**src/rtl/mem_arbiter.sv**
```systemverilog
`default_nettype none
// ============================================================================
// Module      : mem_arbiter
// Description : Two-port round-robin arbiter in front of a single-ported
//               data RAM. Port 0 is the CPU load/store path, port 1 is the
//               DMA/loader path. Registered grant/command outputs, range
//               checking, and a read-return tracker that routes RAM data
//               back to the issuing port one cycle after its grant.
// Revision    : 1.0 - initial release
// ============================================================================
module mem_arbiter #(
    parameter int ADDR_W = 12,
    parameter int DATA_W = 32
) (
    input  logic              clk,
    input  logic              rst,
    input  logic              req0,
    input  logic              req1,
    input  logic              we0,
    input  logic              we1,
    input  logic [31:0]       addr0,
    input  logic [31:0]       addr1,
    input  logic [DATA_W-1:0] wd0,
    input  logic [DATA_W-1:0] wd1,
    output logic              gnt0,
    output logic              gnt1,
    output logic              rvalid0,
    output logic              rvalid1,
    output logic [DATA_W-1:0] rdata0,
    output logic [DATA_W-1:0] rdata1,
    output logic              err0,
    output logic              err1,
    output logic              stall0,
    output logic              mem_en,
    output logic              mem_we,
    output logic [ADDR_W-1:0] mem_addr,
    output logic [DATA_W-1:0] mem_wd,
    input  logic [DATA_W-1:0] mem_rd
);

    // Grant / command registers
    logic              r_gnt0;
    logic              r_gnt1;
    logic              r_err0;
    logic              r_err1;
    logic              r_mem_en;
    logic              r_mem_we;
    logic [ADDR_W-1:0] r_mem_addr;
    logic [DATA_W-1:0] r_mem_wd;
    // Last-served pointer: 1 means port 1 was served last, so port 0 wins a tie
    logic              r_last;
    // Read tracker, loaded with each read grant
    logic              r_trk_vld;
    logic              r_trk_owner;
    logic              r_trk_oor;
    // Read return stage, aligned with mem_rd
    logic              r_rvalid0;
    logic              r_rvalid1;
    logic              r_rd_oor;

    logic              w_elig0;
    logic              w_elig1;
    logic              w_oor0;
    logic              w_oor1;
    logic              w_pick0;
    logic              w_pick1;
    logic              w_grant;
    logic              w_sel_we;
    logic              w_sel_oor;
    logic [31:0]       w_sel_addr;
    logic [DATA_W-1:0] w_sel_wd;
    logic              w_unused;

    // A port granted this cycle is still holding its old request; skip it.
    assign w_elig0 = req0 & ~r_gnt0;
    assign w_elig1 = req1 & ~r_gnt1;

    // Anything above the RAM's word range is out of range.
    assign w_oor0 = |addr0[31:ADDR_W+2];
    assign w_oor1 = |addr1[31:ADDR_W+2];

    // Byte-offset bits are intentionally ignored.
    assign w_unused = ^{addr0[1:0], addr1[1:0]};

    // Pick a winner: round-robin on a tie, otherwise the lone eligible port
    always_comb begin
        w_pick0 = 1'b0;
        w_pick1 = 1'b0;
        if (w_elig0 && w_elig1) begin
            w_pick0 = r_last;
            w_pick1 = ~r_last;
        end else begin
            w_pick0 = w_elig0;
            w_pick1 = w_elig1;
        end
    end

    assign w_grant    = w_pick0 | w_pick1;
    assign w_sel_we   = w_pick1 ? we1    : we0;
    assign w_sel_oor  = w_pick1 ? w_oor1 : w_oor0;
    assign w_sel_addr = w_pick1 ? addr1  : addr0;
    assign w_sel_wd   = w_pick1 ? wd1    : wd0;

    // Register the winner's grant, error flag and RAM command
    always_ff @(posedge clk) begin
        if (rst) begin
            r_gnt0     <= 1'b0;
            r_gnt1     <= 1'b0;
            r_err0     <= 1'b0;
            r_err1     <= 1'b0;
            r_mem_en   <= 1'b0;
            r_mem_we   <= 1'b0;
            r_mem_addr <= '0;
            r_mem_wd   <= '0;
        end else begin
            r_gnt0     <= w_pick0;
            r_gnt1     <= w_pick1;
            r_err0     <= w_pick0 & w_oor0;
            r_err1     <= w_pick1 & w_oor1;
            r_mem_en   <= w_grant;
            r_mem_we   <= w_grant & w_sel_we & ~w_sel_oor;
            r_mem_addr <= w_grant ? w_sel_addr[ADDR_W+1:2] : '0;
            r_mem_wd   <= w_grant ? w_sel_wd : '0;
        end
    end

    // Advance the last-served pointer only when something is granted
    always_ff @(posedge clk) begin
        if (rst) begin
            r_last <= 1'b1;
        end else if (w_grant) begin
            r_last <= w_pick1;
        end
    end

    // Record owner and range status of each read as it is granted
    always_ff @(posedge clk) begin
        if (rst) begin
            r_trk_vld   <= 1'b0;
            r_trk_owner <= 1'b0;
            r_trk_oor   <= 1'b0;
        end else begin
            r_trk_vld   <= w_grant & ~w_sel_we;
            r_trk_owner <= w_pick1;
            r_trk_oor   <= w_sel_oor;
        end
    end

    // Move the tracker into the return stage, aligned with mem_rd
    always_ff @(posedge clk) begin
        if (rst) begin
            r_rvalid0 <= 1'b0;
            r_rvalid1 <= 1'b0;
            r_rd_oor  <= 1'b0;
        end else begin
            r_rvalid0 <= r_trk_vld & ~r_trk_owner;
            r_rvalid1 <= r_trk_vld & r_trk_owner;
            r_rd_oor  <= r_trk_oor;
        end
    end

    assign gnt0     = r_gnt0;
    assign gnt1     = r_gnt1;
    assign err0     = r_err0;
    assign err1     = r_err1;
    assign mem_en   = r_mem_en;
    assign mem_we   = r_mem_we;
    assign mem_addr = r_mem_addr;
    assign mem_wd   = r_mem_wd;
    assign rvalid0  = r_rvalid0;
    assign rvalid1  = r_rvalid1;
    // Out-of-range reads return zero instead of whatever the RAM aliased to.
    assign rdata0   = (r_rvalid0 && !r_rd_oor) ? mem_rd : '0;
    assign rdata1   = (r_rvalid1 && !r_rd_oor) ? mem_rd : '0;
    assign stall0   = req0 & ~r_gnt0;

endmodule
`default_nettype wire

```
**config.mk**
```make
export PLATFORM = sky130hd
export DESIGN_NAME = mem_arbiter
export DESIGN_NICKNAME = d
export VERILOG_FILES = /design/src/rtl/mem_arbiter.sv
export SDC_FILE = /design/constraint.sdc
export NUM_CORES = 1
export LEC_CHECK = 0
export BUFFER_PORTS_ARGS = -buffer_cell sky130_fd_sc_hd__buf_2
export CORE_AREA = 2 2 110 112
export DETAILED_ROUTE_END_ITERATION = 6
export DIE_AREA = 0 0 112 114
export SLEW_MARGIN = 25
export SYNTH_ARGS = -nofsm -noshare
export SYNTH_HDL_FRONTEND = slang
export SYNTH_SLANG_ARGS = --single-unit
```
**constraint.sdc**
```tcl
create_clock -name clk -period 2.7 [get_ports clk]
set_clock_uncertainty 0.2 [all_clocks]
set_input_delay 0.54 -clock clk [delete_from_list [all_inputs] [get_ports clk]]
set_output_delay 0.54 -clock clk [all_outputs]
set_load 0.02 [all_outputs]
```
After elaboration in Yosys (flattened, before gate mapping)
Index checks and enable logic that the tools add are counted.
{"block": "totals", "ff_bits": 56, "latch_bits": 0, "ram_bits": 0, "romBits": 0, "in_bits": 166, "out_inout_bits": 117, "wordCells": 45, "n_memories": 0}
{"block": "classes", "addsub": 0, "n_mul": 0, "div": 0, "n_lt_le_gt_ge": 0, "eq_ne": 0, "n_shift": 0, "n_mux": 8, "bitwise": 16, "reduce_logical": 7}
{"operator": "$mux 32", "count": 3}
{"operator": "$reduce_or 18->1", "count": 2}
{"operator": "$mux 14", "count": 1}
{"operator": "$and 1x1->1", "count": 9}
{"operator": "$not 1->1", "count": 6}
{"operator": "$mux 1", "count": 4}
{"operator": "$logic_and 1x1->1", "count": 3}
{"operator": "$reduce_or 2->1", "count": 1}
{"operator": "$logic_not 1->1", "count": 1}
{"operator": "$or 1x1->1", "count": 1}

Longest topological paths before layout
Gate-level depths: netlist of the first run.
{"block": "logic_depth", "depth_word": 7, "ltp_mapped": 7}

Least setup slack after synthesis of the first run
OpenSTA, ideal clock, no wires.
{"block": "synth_path", "kind": "input to register", "from": "in addr0[26]", "to": "reg r_mem_we (netlist: mem_we)", "setup_time_ns": 0.070, "arrival_time_ns": 1.671, "t_required_ns": 2.430, "setup_slack_ns": 0.758, "cell_stages": 3, "path_buffers": 0, "cell_sequence": "or4_4 > or4b_1 > a21oi_1"}
{"block": "synth_via", "elab_chain_len": 4}
{"element": "start: declaration", "line_no": "21", "rtl": "input logic [31:0] addr0,"}
{"element": "$reduce_or 18->1", "line_no": "79", "rtl": "assign w_oor0 = |addr0[31:ADDR_W+2];"}
{"element": "$mux 1", "line_no": "100", "rtl": "assign w_sel_oor = w_pick1 ? w_oor1 : w_oor0;"}
{"element": "$not 1->1", "line_no": "121", "rtl": "r_mem_we <= w_grant & w_sel_we & ~w_sel_oor;"}
{"element": "$and 1x1->1", "line_no": "121"}
{"element": "end signal: assignment", "line_no": "121"}
{"element": "end: declaration", "line_no": "47", "rtl": "logic r_mem_we;"}
Every way passes these cells.
A chain may end at the register's enable or synchronous reset.

Worst setup path in the final report of the first run
{"block": "layout_path", "from": "reg r_rvalid0 (netlist: rvalid0)", "to": "out rdata0[8]"}
{"block": "layout_via", "elab_chain_len": 2}
{"element": "start: declaration", "line_no": "57", "rtl": "logic r_rvalid0;"}
{"element": "start signal: assignment", "line_no": "156", "rtl": "r_rvalid0 <= r_trk_vld & ~r_trk_owner;"}
{"element": "$logic_and 1x1->1", "line_no": "173", "rtl": "assign rdata0 = (r_rvalid0 && !r_rd_oor) ? mem_rd : '0;"}
{"element": "$mux 32", "line_no": "173"}
{"element": "end: declaration", "line_no": "29", "rtl": "output logic [DATA_W-1:0] rdata0,"}
Every way passes these cells.

==> flow_summary.toml, run 1 <==
[status]
status = "finished, final reports clean"

[finish]
layout-drive-gt1-share_pct = 50.51
final_common_cell = "buf_2"
layout_common_cells = "buf_2 (278), nand2_1 (90), and2_1 (65), dfxtp_1 (56), a21oi_1 (45)"
fin_nets = 750
syn_to_final_growth_pct = 70.94
final-seq-area_um2 = 1121
design_area_um2 = 4091
finalNonFillerCells = 731
multiInputGateArea_um2 = 1194
fill_cells = 1265
antenna_cells = 0

[synth]
yosysSeqAreaShare_pct = 46.84
syn_avg_cell_area_um2 = 7.672
synth-seq-cells = 56
ys_warn_count = 0
netlist_instances = 312
synth_top_area_cell = "dfxtp_1"
synthTopCellsByArea = "dfxtp_1 (47%), and2_1 (17%), nand2_1 (14%)"
synth.top_cell.area_share_pct = 46.84
syn_nets = 478
synth.cell_area_um2 = 2394
synth_cell_types = 25

[route]
drt_iter0_markers = 99
vias = 3104
antenna_left = 0
vias_per_cell = 4.246
wl_per_cell_um = 13.57
drtPass1Iterations = 4
drc_errors = 0
wirelength_um = 9922

[timing]
max_freq_mhz = 475.4
rsz0062_at_grt = "no"
tightest_slew_ps = 380.4
post-route-min-period_ps = 2103
finalHoldViolCount = 0
tns_ps = 0
setup_violations = 0
relSlewSlack_pct = 74.40
drv_slew = 0
period_share_pct = 77.90

[clock_tree]
numCtsBuffers = 5
holdBufCountCts = 0
cts_resized = 0
clock-sinks = 56
clk_pin_slew_ps = 60
clock_latency_ps = 290
cts_tree = "yes"
cts_htree_levels = 2
cts_max_path_buffers = 2
cts_setup_buffers = 0
cts_root_buffer = "clkbuf_16"

[worst_setup_path]
crit_fanout = 32
ff2ff_setup_slack_ps = 1020
r2r_start = "gnt0$_SDFF_PP0_"
path_cells = "nor2b_1, buf_4, and2_1, buf_2"
r2r_end = "r_trk_vld$_SDFF_PP0_"
cp.required_ps = 1960
cpPeakStageDelay_ps = 320
ff2ff_path_depth = 6
start_kind = "flip-flop"
path_class = "reg -> out"
slowest_stage = "dfxtp_1"
endpoint = "rdata0[8]"
critPathLaunch = "rvalid0$_SDFF_PP0_"
end_kind = "output pin"
arrival_ps = 1360

[job]
max_cap_viol_count = 0

[die]
core-area_um2 = 11710
fp-row-count = 40
num_io_pins = 283
die_area_um2 = 12770
start_util_pct = 20.44
die_w_um = 112
die_y_um = 114

[global_route]
grt_pass1_vias = 3094
grt_start_max_net_pins = 33
track_usage_pct = 14.58
antenna_found_initial = 0
grt_pass1_wl_um = 14810
grt_overflow = 0

[power_and_ir_drop]
leakage_nw = 2.364
peakVddDrop_v = 0.0002168
p_per_area_nw_per_um2 = 486.0
p_sw_mw = 0.5744
p_int_mw = 1.414
finalPower_mw = 1.988
power_frac_comb_pct = 23.4
p_seq_share_pct = 45.3
power.clock.fraction_pct = 31.3
netSwitchingFraction_pct = 28.89

[place]
place.gp.congestion = 0.8804
post_dp_cell_area_um2 = 3958
io_buffers = 278
dpl.cell_count = 724
hpwl_um = 8262

[min_path]
hold_class = "reg -> reg"
kinds of logic after synthesis:
| group | count (synthesis) | share of synthesized area, % |
|---|---|---|
| AO/OA/AOI/OAI | 51 | 11.24 |
| buffers and inverters | 23 | 3.763 |
| AND/OR/NAND/NOR | 182 | 38.16 |
| flip-flops | 56 | 46.84 |
layer usage:
metal  part of all wire (%)  global-route usage, %  up-vias
met2                     54                  28.97      161
met3                     10                  5.473       12
met1                     34                  13.99     1388
li1                       -                      -     1543
met5                      0                      0        -
met4                    1.8                  4.065        0
synth_stat cells:
cell	number
a21oi_1	46
a211oi_1	1
nor2_1	5
nand2_1	90
and4_1	1
nor3_1	2
or4_4	1
a211o_1	1
dfxtp_1	56
buf_1	3
inv_1	1
o21a_1	1
nor3b_1	1
nand4_1	2
clkbuf_1	15
nor4_1	7
nand2b_1	2
or4b_1	1
a21o_1	2
and3_1	1
buf_2	3
inv_2	1
and2_1	65
nor2b_1	3
and3b_1	1
per-stage QoR:
step	hold slack, ps	util (%)	worst slack [ps]
5_1_grt	273.1	34.94	484.8
6_report	239.9	34.94	596.6
4_1_cts	248.8	34.94	584.5
3_3_place_gp	232.1	33.79	602.8
3_5_place_dp	232.7	33.79	593.6
2_1_floorplan	213.8	-	758.2
power by group through the flow:
| stage | clock network [mW] | logic (mW) | registers (mW) |
|---|---|---|---|
| 2_1_floorplan | 0 | 0.158 | 0.992 |
| 3_3_place_gp | 0 | 0.461 | 0.919 |
| 3_5_place_dp | 0 | 0.468 | 0.921 |
| 4_1_cts | 0.654 | 0.470 | 0.902 |
| 5_1_grt | 0.679 | 0.511 | 0.908 |
| 6_report | 0.623 | 0.464 | 0.901 |
worst min-delay path by stage:
stage	slack (ps)	depth (start not counted)	endpoint	startpoint
after detailed placement	230	1	r_rd_oor$_SDFF_PP0_	r_trk_oor$_SDFF_PP0_
after CTS	250	1	r_rd_oor$_SDFF_PP0_	r_trk_oor$_SDFF_PP0_
after global placement	230	1	r_rd_oor$_SDFF_PP0_	r_trk_oor$_SDFF_PP0_
after floorplan	210	1	r_rd_oor$_SDFF_PP0_	r_trk_oor$_SDFF_PP0_
after global routing	270	3	mem_wd[11]$_SDFF_PP0_	wd1[11]
final	240	1	r_rd_oor$_SDFF_PP0_	r_trk_oor$_SDFF_PP0_
registers in the layout, indices dropped and copies added, names as in the netlist:
register / cells
mem_wd: 32
mem_addr: 12
err0: 1
err1: 1
gnt0: 1
mem_en: 1
mem_we: 1
r_last: 1
r_rd_oor: 1
r_trk_oor: 1
r_trk_owner: 1
r_trk_vld: 1
rvalid0: 1
rvalid1: 1
worst max-delay path: cells and delay by family, from the launching register on:
kind | cells | cell delay, ps
DFF | 1 | 320
buffers and inverters | 2 | 460
and+or+nand+nor | 2 | 290
layout make-up:
| cell class | count | share of cell area (%) |
|---|---|---|
| inverters | 2 | 0.1835 |
| flip-flops and latches | 56 | 27.40 |
| clock inverters | 1 | 0.1223 |
| multi-input cells | 233 | 29.17 |
| well taps | 147 | 4.495 |
| clock buffers | 6 | 3.150 |
| repair buffers | 286 | 35.47 |
Power figures use the tool's default switching activity.
==> inputs of run 2 (changes only) <==
- clock period: 2.7 -> 1.9 ns (I/O delays scaled with it)
==> run 2 against run 1 <==
- sequential share of layout area fell by 1.3 points
- final cell count increased by 0.41%
- worst setup slack worse by 570 ps
- first-iteration DRC count is 14% higher
- count of clock-buffer cells in the layout is the same
- clock power up 42%
- die area unchanged
- non-clock buffer count grew 3
- critical endpoint is now rdata0[25]
- wire length is 3.2% higher
- sequential power rose by 42%
==> flow_summary.toml, run 2 (synthesis results as in run 1) <==
[worst_setup_path]
cp.required_ps = 1320
cpPeakStageDelay_ps = 350
arrival_ps = 1290
start_kind = "flip-flop"
path_class = "reg -> out"
path_cells = "nor2b_4, clkbuf_16, and2_1, buf_4"
end_kind = "output pin"
slowest_stage = "dfxtp_2"
crit_fanout = 16

[finish]
largest_reg_flops = 32
fin_nets = 753
final-seq-area_um2 = 1124
antenna_cells = 0
layout-drive-gt1-share_pct = 51.62
syn_to_final_growth_pct = 79.72
multiInputGateArea_um2 = 1211
layout_common_cells = "buf_2 (251), nand2_1 (90), and2_1 (64), dfxtp_1 (54), a21oi_1 (45)"
finalNonFillerCells = 734
final_common_cell = "buf_2"
fill_cells = 1239
design_area_um2 = 4302

[global_route]
grt_overflow = 0
track_usage_pct = 14.50
grt_pass1_vias = 3054
grt_start_max_net_pins = 33
antenna_found_initial = 0
grt_pass1_wl_um = 14530

[clock_tree]
clk_pin_slew_ps = 70
holdBufCountCts = 0
cts_root_buffer = "clkbuf_16"
clock_latency_ps = 280
clock-sinks = 56
numCtsBuffers = 5
cts_tree = "yes"
cts_max_path_buffers = 2
cts_setup_buffers = 0
cts_htree_levels = 2

[timing]
period_share_pct = 98.36
post-route-min-period_ps = 1869
setup_violations = 0
drv_slew = 0
tightest_slew_ps = 398.2
max_freq_mhz = 535.1
relSlewSlack_pct = 73.21
finalHoldViolCount = 0

[power_and_ir_drop]
p_sw_mw = 0.8269
netSwitchingFraction_pct = 28.80
peakVddDrop_v = 0.0003691
p_seq_share_pct = 44.7
leakage_nw = 2.409
p_int_mw = 2.044
p_per_area_nw_per_um2 = 667.4
power.clock.fraction_pct = 30.8
power_frac_comb_pct = 24.5

[route]
vias = 3199
wl_per_cell_um = 13.95
vias_per_cell = 4.358
drc_errors = 0
wirelength_um = 10240
drtPass1Iterations = 4
drt_iter0_markers = 113
antenna_left = 0

[place]
place.gp.congestion = 0.8987
dpl.cell_count = 726
hpwl_um = 8328
post_dp_cell_area_um2 = 4048
io_buffers = 278

[die]
die_w_um = 112
start_util_pct = 20.44
die_area_um2 = 12770
fp-row-count = 40
core-area_um2 = 11710
die_y_um = 114
num_io_pins = 283

[min_path]
hold_class = "in -> reg"

[status]
status = "finished, final reports clean"

[job]
max_cap_viol_count = 0
==> run 2: timing repair <==
| action | CTS | global route |
|---|---|---|
| endpoints found under the setup margin | 34 | 44 |
| pin swaps | 0 | 0 |
| cloned | 0 | 1 |
| gates resized for setup | 2 | 36 |
==> run 2: metal layers <==
metal | vias to the layer above | routed length, um | track usage (%)
met1 | 1446 | 3276 | 13.23
met2 | 186 | 5664 | 29.33
met3 | 18 | 1028 | 5.154
met5 | - | 0 | 0
li1 | 1549 | - | -
met4 | 0 | 270 | 5.122
==> run 2: power groups by stage <==
stage | Clock (mW) | Combinational (mW) | Sequential, mW
6_report | 0.884 | 0.704 | 1.28
4_1_cts | 0.915 | 0.695 | 1.28
3_3_place_gp | 0 | 0.681 | 1.31
5_1_grt | 0.941 | 0.770 | 1.29
2_1_floorplan | 0 | 0.225 | 1.41
3_5_place_dp | 0 | 0.691 | 1.31
==> run 2: cell type report <==
class / count / share of cell area [%]
Multi-Input combinational cell: 233 / 28.16
Sequential cell: 56 / 26.12
Inverter: 2 / 0.1745
Clock buffer: 6 / 2.996
Tap cell: 147 / 4.276
Timing Repair Buffer: 289 / 38.16
Clock inverter: 1 / 0.1163
==> run 2: path summary, 6_finish.rpt <==
check                       startpoint                      to  slack (ps)  cells after the start
setup / recovery   r_rd_oor$_SDFF_PP0_              rdata0[25]          30                      4
setup reg to reg       gnt0$_SDFF_PP0_   mem_wd[15]$_SDFF_PP0_         240                      6
hold / removal               addr1[10]  mem_addr[8]$_SDFF_PP0_         120                      3
hold reg to reg   r_trk_oor$_SDFF_PP0_     r_rd_oor$_SDFF_PP0_         240                      1
==> run 2: per-stage QoR <==
stage          utilization, %  TNS [ps]  total power, mW  worst slack (ps)  hold WS (ps)
6_report                36.73         0            2.871             31.21         120.5
5_1_grt                 36.73    -332.5            3.002            -21.70         124.1
4_1_cts                 35.75         0            2.892             2.046         113.3
3_5_place_dp            34.56    -28.05            2.000            -28.05         233.7
3_3_place_gp            34.56    -20.47            1.987            -20.47         235.5
2_1_floorplan               -         0            1.635             118.2         213.8
==> run 2: worst max-delay path, delay by kind of cell, from the launching register on <==
kind	cells	cell delay (ps)
AND/OR/NAND/NOR	2	320
buffers and inverters	2	330
flip-flops	1	350
==> inputs of run 3 (changes only) <==
- MAX_ROUTING_LAYER: default -> met4
==> run 3 against run 2 <==
- via count is 1.4% lower
- sequential cell count stayed put
- combinational power decreased by 1%
- non-clock buffer count up 1
- critical path depth stayed put
- hold slack better by 2.4 ps
- total power decreased by 0.65%
- count of clock-buffer cells in the layout unchanged
- first-iteration DRC count is 12% lower
- final cell count rose by 0.14%
- die area unchanged
- largest power group unchanged
- highest routed layer unchanged
==> flow_summary.toml, run 3 (synthesis results as in run 1) <==
[global_route]
grt_start_max_net_pins = 33
antenna_found_initial = 0
grt_overflow = 0
grt_pass1_vias = 2897
grt_pass1_wl_um = 14280
track_usage_pct = 14.57

[worst_setup_path]
crit_fanout = 16
cp.required_ps = 1320
cpPeakStageDelay_ps = 330
path_buf_inv = 2
r2r_start = "gnt0$_SDFF_PP0_"
path_cells = "nor2b_4, buf_12, and2_1, buf_2"
path_class = "reg -> out"
crit_family = "simple AND/OR/NAND/NOR gates"
start_kind = "flip-flop"
arrival_ps = 1290
critPathLaunch = "rvalid1$_SDFF_PP0_"
slowest_stage = "dfxtp_2"
end_kind = "output pin"

[timing]
period_share_pct = 98.17
rsz0062_at_grt = "yes"
setup_violations = 0
finalHoldViolCount = 0
post-route-min-period_ps = 1865
max_freq_mhz = 536.1
drv_slew = 0
relSlewSlack_pct = 73.51
timing.hold.ws_ps = 123.0
tightest_slew_ps = 393.7

[job]
max_cap_viol_count = 0

[place]
place.gp.congestion = 0.8625
io_buffers = 278
hpwl_um = 8203
post_dp_cell_area_um2 = 4048

[clock_tree]
cts_setup_buffers = 0
numCtsBuffers = 5
cts_root_buffer = "clkbuf_16"
clock-sinks = 56
holdBufCountCts = 0
clk_pin_slew_ps = 70
cts_max_path_buffers = 2
cts_htree_levels = 2
cts_tree = "yes"
clock_latency_ps = 280

[power_and_ir_drop]
finalPower_mw = 2.852
peakVddDrop_v = 0.0003678
p_sw_mw = 0.8128
power_frac_comb_pct = 24.3
p_per_area_nw_per_um2 = 647.6
power.clock.fraction_pct = 30.7
leakage_nw = 2.434
p_int_mw = 2.039
p_seq_share_pct = 45.0
netSwitchingFraction_pct = 28.50

[route]
drt_iter0_markers = 100
drtPass1Iterations = 4
antenna_left = 0
wl_per_cell_um = 13.82
vias_per_cell = 4.290
vias = 3153
wirelength_um = 10160
drc_errors = 0

[min_path]
hold_class = "in -> reg"
min-delay-start = "wd1[28]"

[die]
fp-row-count = 40
die_area_um2 = 12770
num_io_pins = 283
start_util_pct = 20.44
core-area_um2 = 11710
die_w_um = 112
die_y_um = 114

[status]
status = "finished, final reports clean"

[finish]
layout_common_cells = "buf_2 (243), nand2_1 (90), and2_1 (57), dfxtp_1 (55), a21oi_1 (45)"
largest_reg_flops = 32
design_area_um2 = 4404
syn_to_final_growth_pct = 84.00
antenna_cells = 0
fin_util_pct = 37.61
fill_cells = 1251
layout-drive-gt1-share_pct = 52.72
final_common_cell = "buf_2"
fin_nets = 754
-- run 3: cell types whose count changed in the layout (fill, tap and decap cells not counted), moves of 2 or more --
cell      change
and2_1        -7
buf_2         -8
clkbuf_4      -2
buf_4         -6
and2_4        +7
buf_6        +17
-- run 3: final cells by class --
class / count / area, um2 / area share (%)
Tap cell: 147 / 183.9 / 4.176
Clock inverter: 1 / 5.005 / 0.1136
Timing Repair Buffer: 290 / 1733 / 39.35
Inverter: 2 / 7.507 / 0.1705
Multi-Input combinational cell: 233 / 1224 / 27.78
Sequential cell: 56 / 1122 / 25.48
Clock buffer: 6 / 128.9 / 2.926
-- run 3: timing repair --
| action | in CTS | in global routing |
|---|---|---|
| setup endpoints to repair | 37 | 33 |
| pin swaps | 0 | 0 |
| resized for setup | 2 | 70 |
| hold endpoints to repair | 0 | 0 |
| cloned | 0 | 2 |
-- run 3: routing by layer --
| metal | share of wire (%) | vias to the layer above | wire length [um] | global-route usage [%] |
|---|---|---|---|---|
| met5 | 0 | - | 0 | - |
| met4 | 1.0 | 0 | 104 | 3.740 |
| met3 | 8.6 | 8 | 872 | 3.932 |
| met2 | 56 | 167 | 5710 | 28.69 |
| met1 | 34 | 1427 | 3468 | 14.04 |
| li1 | - | 1551 | - | - |
-- run 3: worst register-to-register path, cell delays in order, from the launching register on --
cell	delay, ps
dfxtp_1	320
nand2b_1	180
inv_2	80
a21oi_4	280
buf_4	310
nand2_1	90
a21oi_1	140
-- run 3: worst paths after layout --
path                                         endpoint  slack (ps)  depth (start not counted)
worst min-delay path            mem_wd[28]$_SDFF_PP0_         120                          3
worst max-delay path                        rdata1[8]          30                          4
worst min register to register    r_rd_oor$_SDFF_PP0_         270                          1
worst max register to register  mem_wd[16]$_SDFF_PP0_         240                          6
-- run 3: power groups by stage --
stage / logic (mW) / registers, mW / clock network [mW]
global placement: 0.683 / 1.31 / 0
global route: 0.758 / 1.29 / 0.939
floorplan: 0.225 / 1.41 / 0
CTS: 0.693 / 1.28 / 0.905
finish: 0.694 / 1.28 / 0.876
detailed placement: 0.689 / 1.31 / 0
-- run 3: per-stage QoR --
stage,setup slack [ps],instances,TNS [ps]
finish,34.79,735,0
CTS,6.810,733,0
global placement,-20.23,726,-20.23
floorplan,118.2,312,0
detailed placement,-49.30,726,-49.30
global route,-24.44,735,-105.9
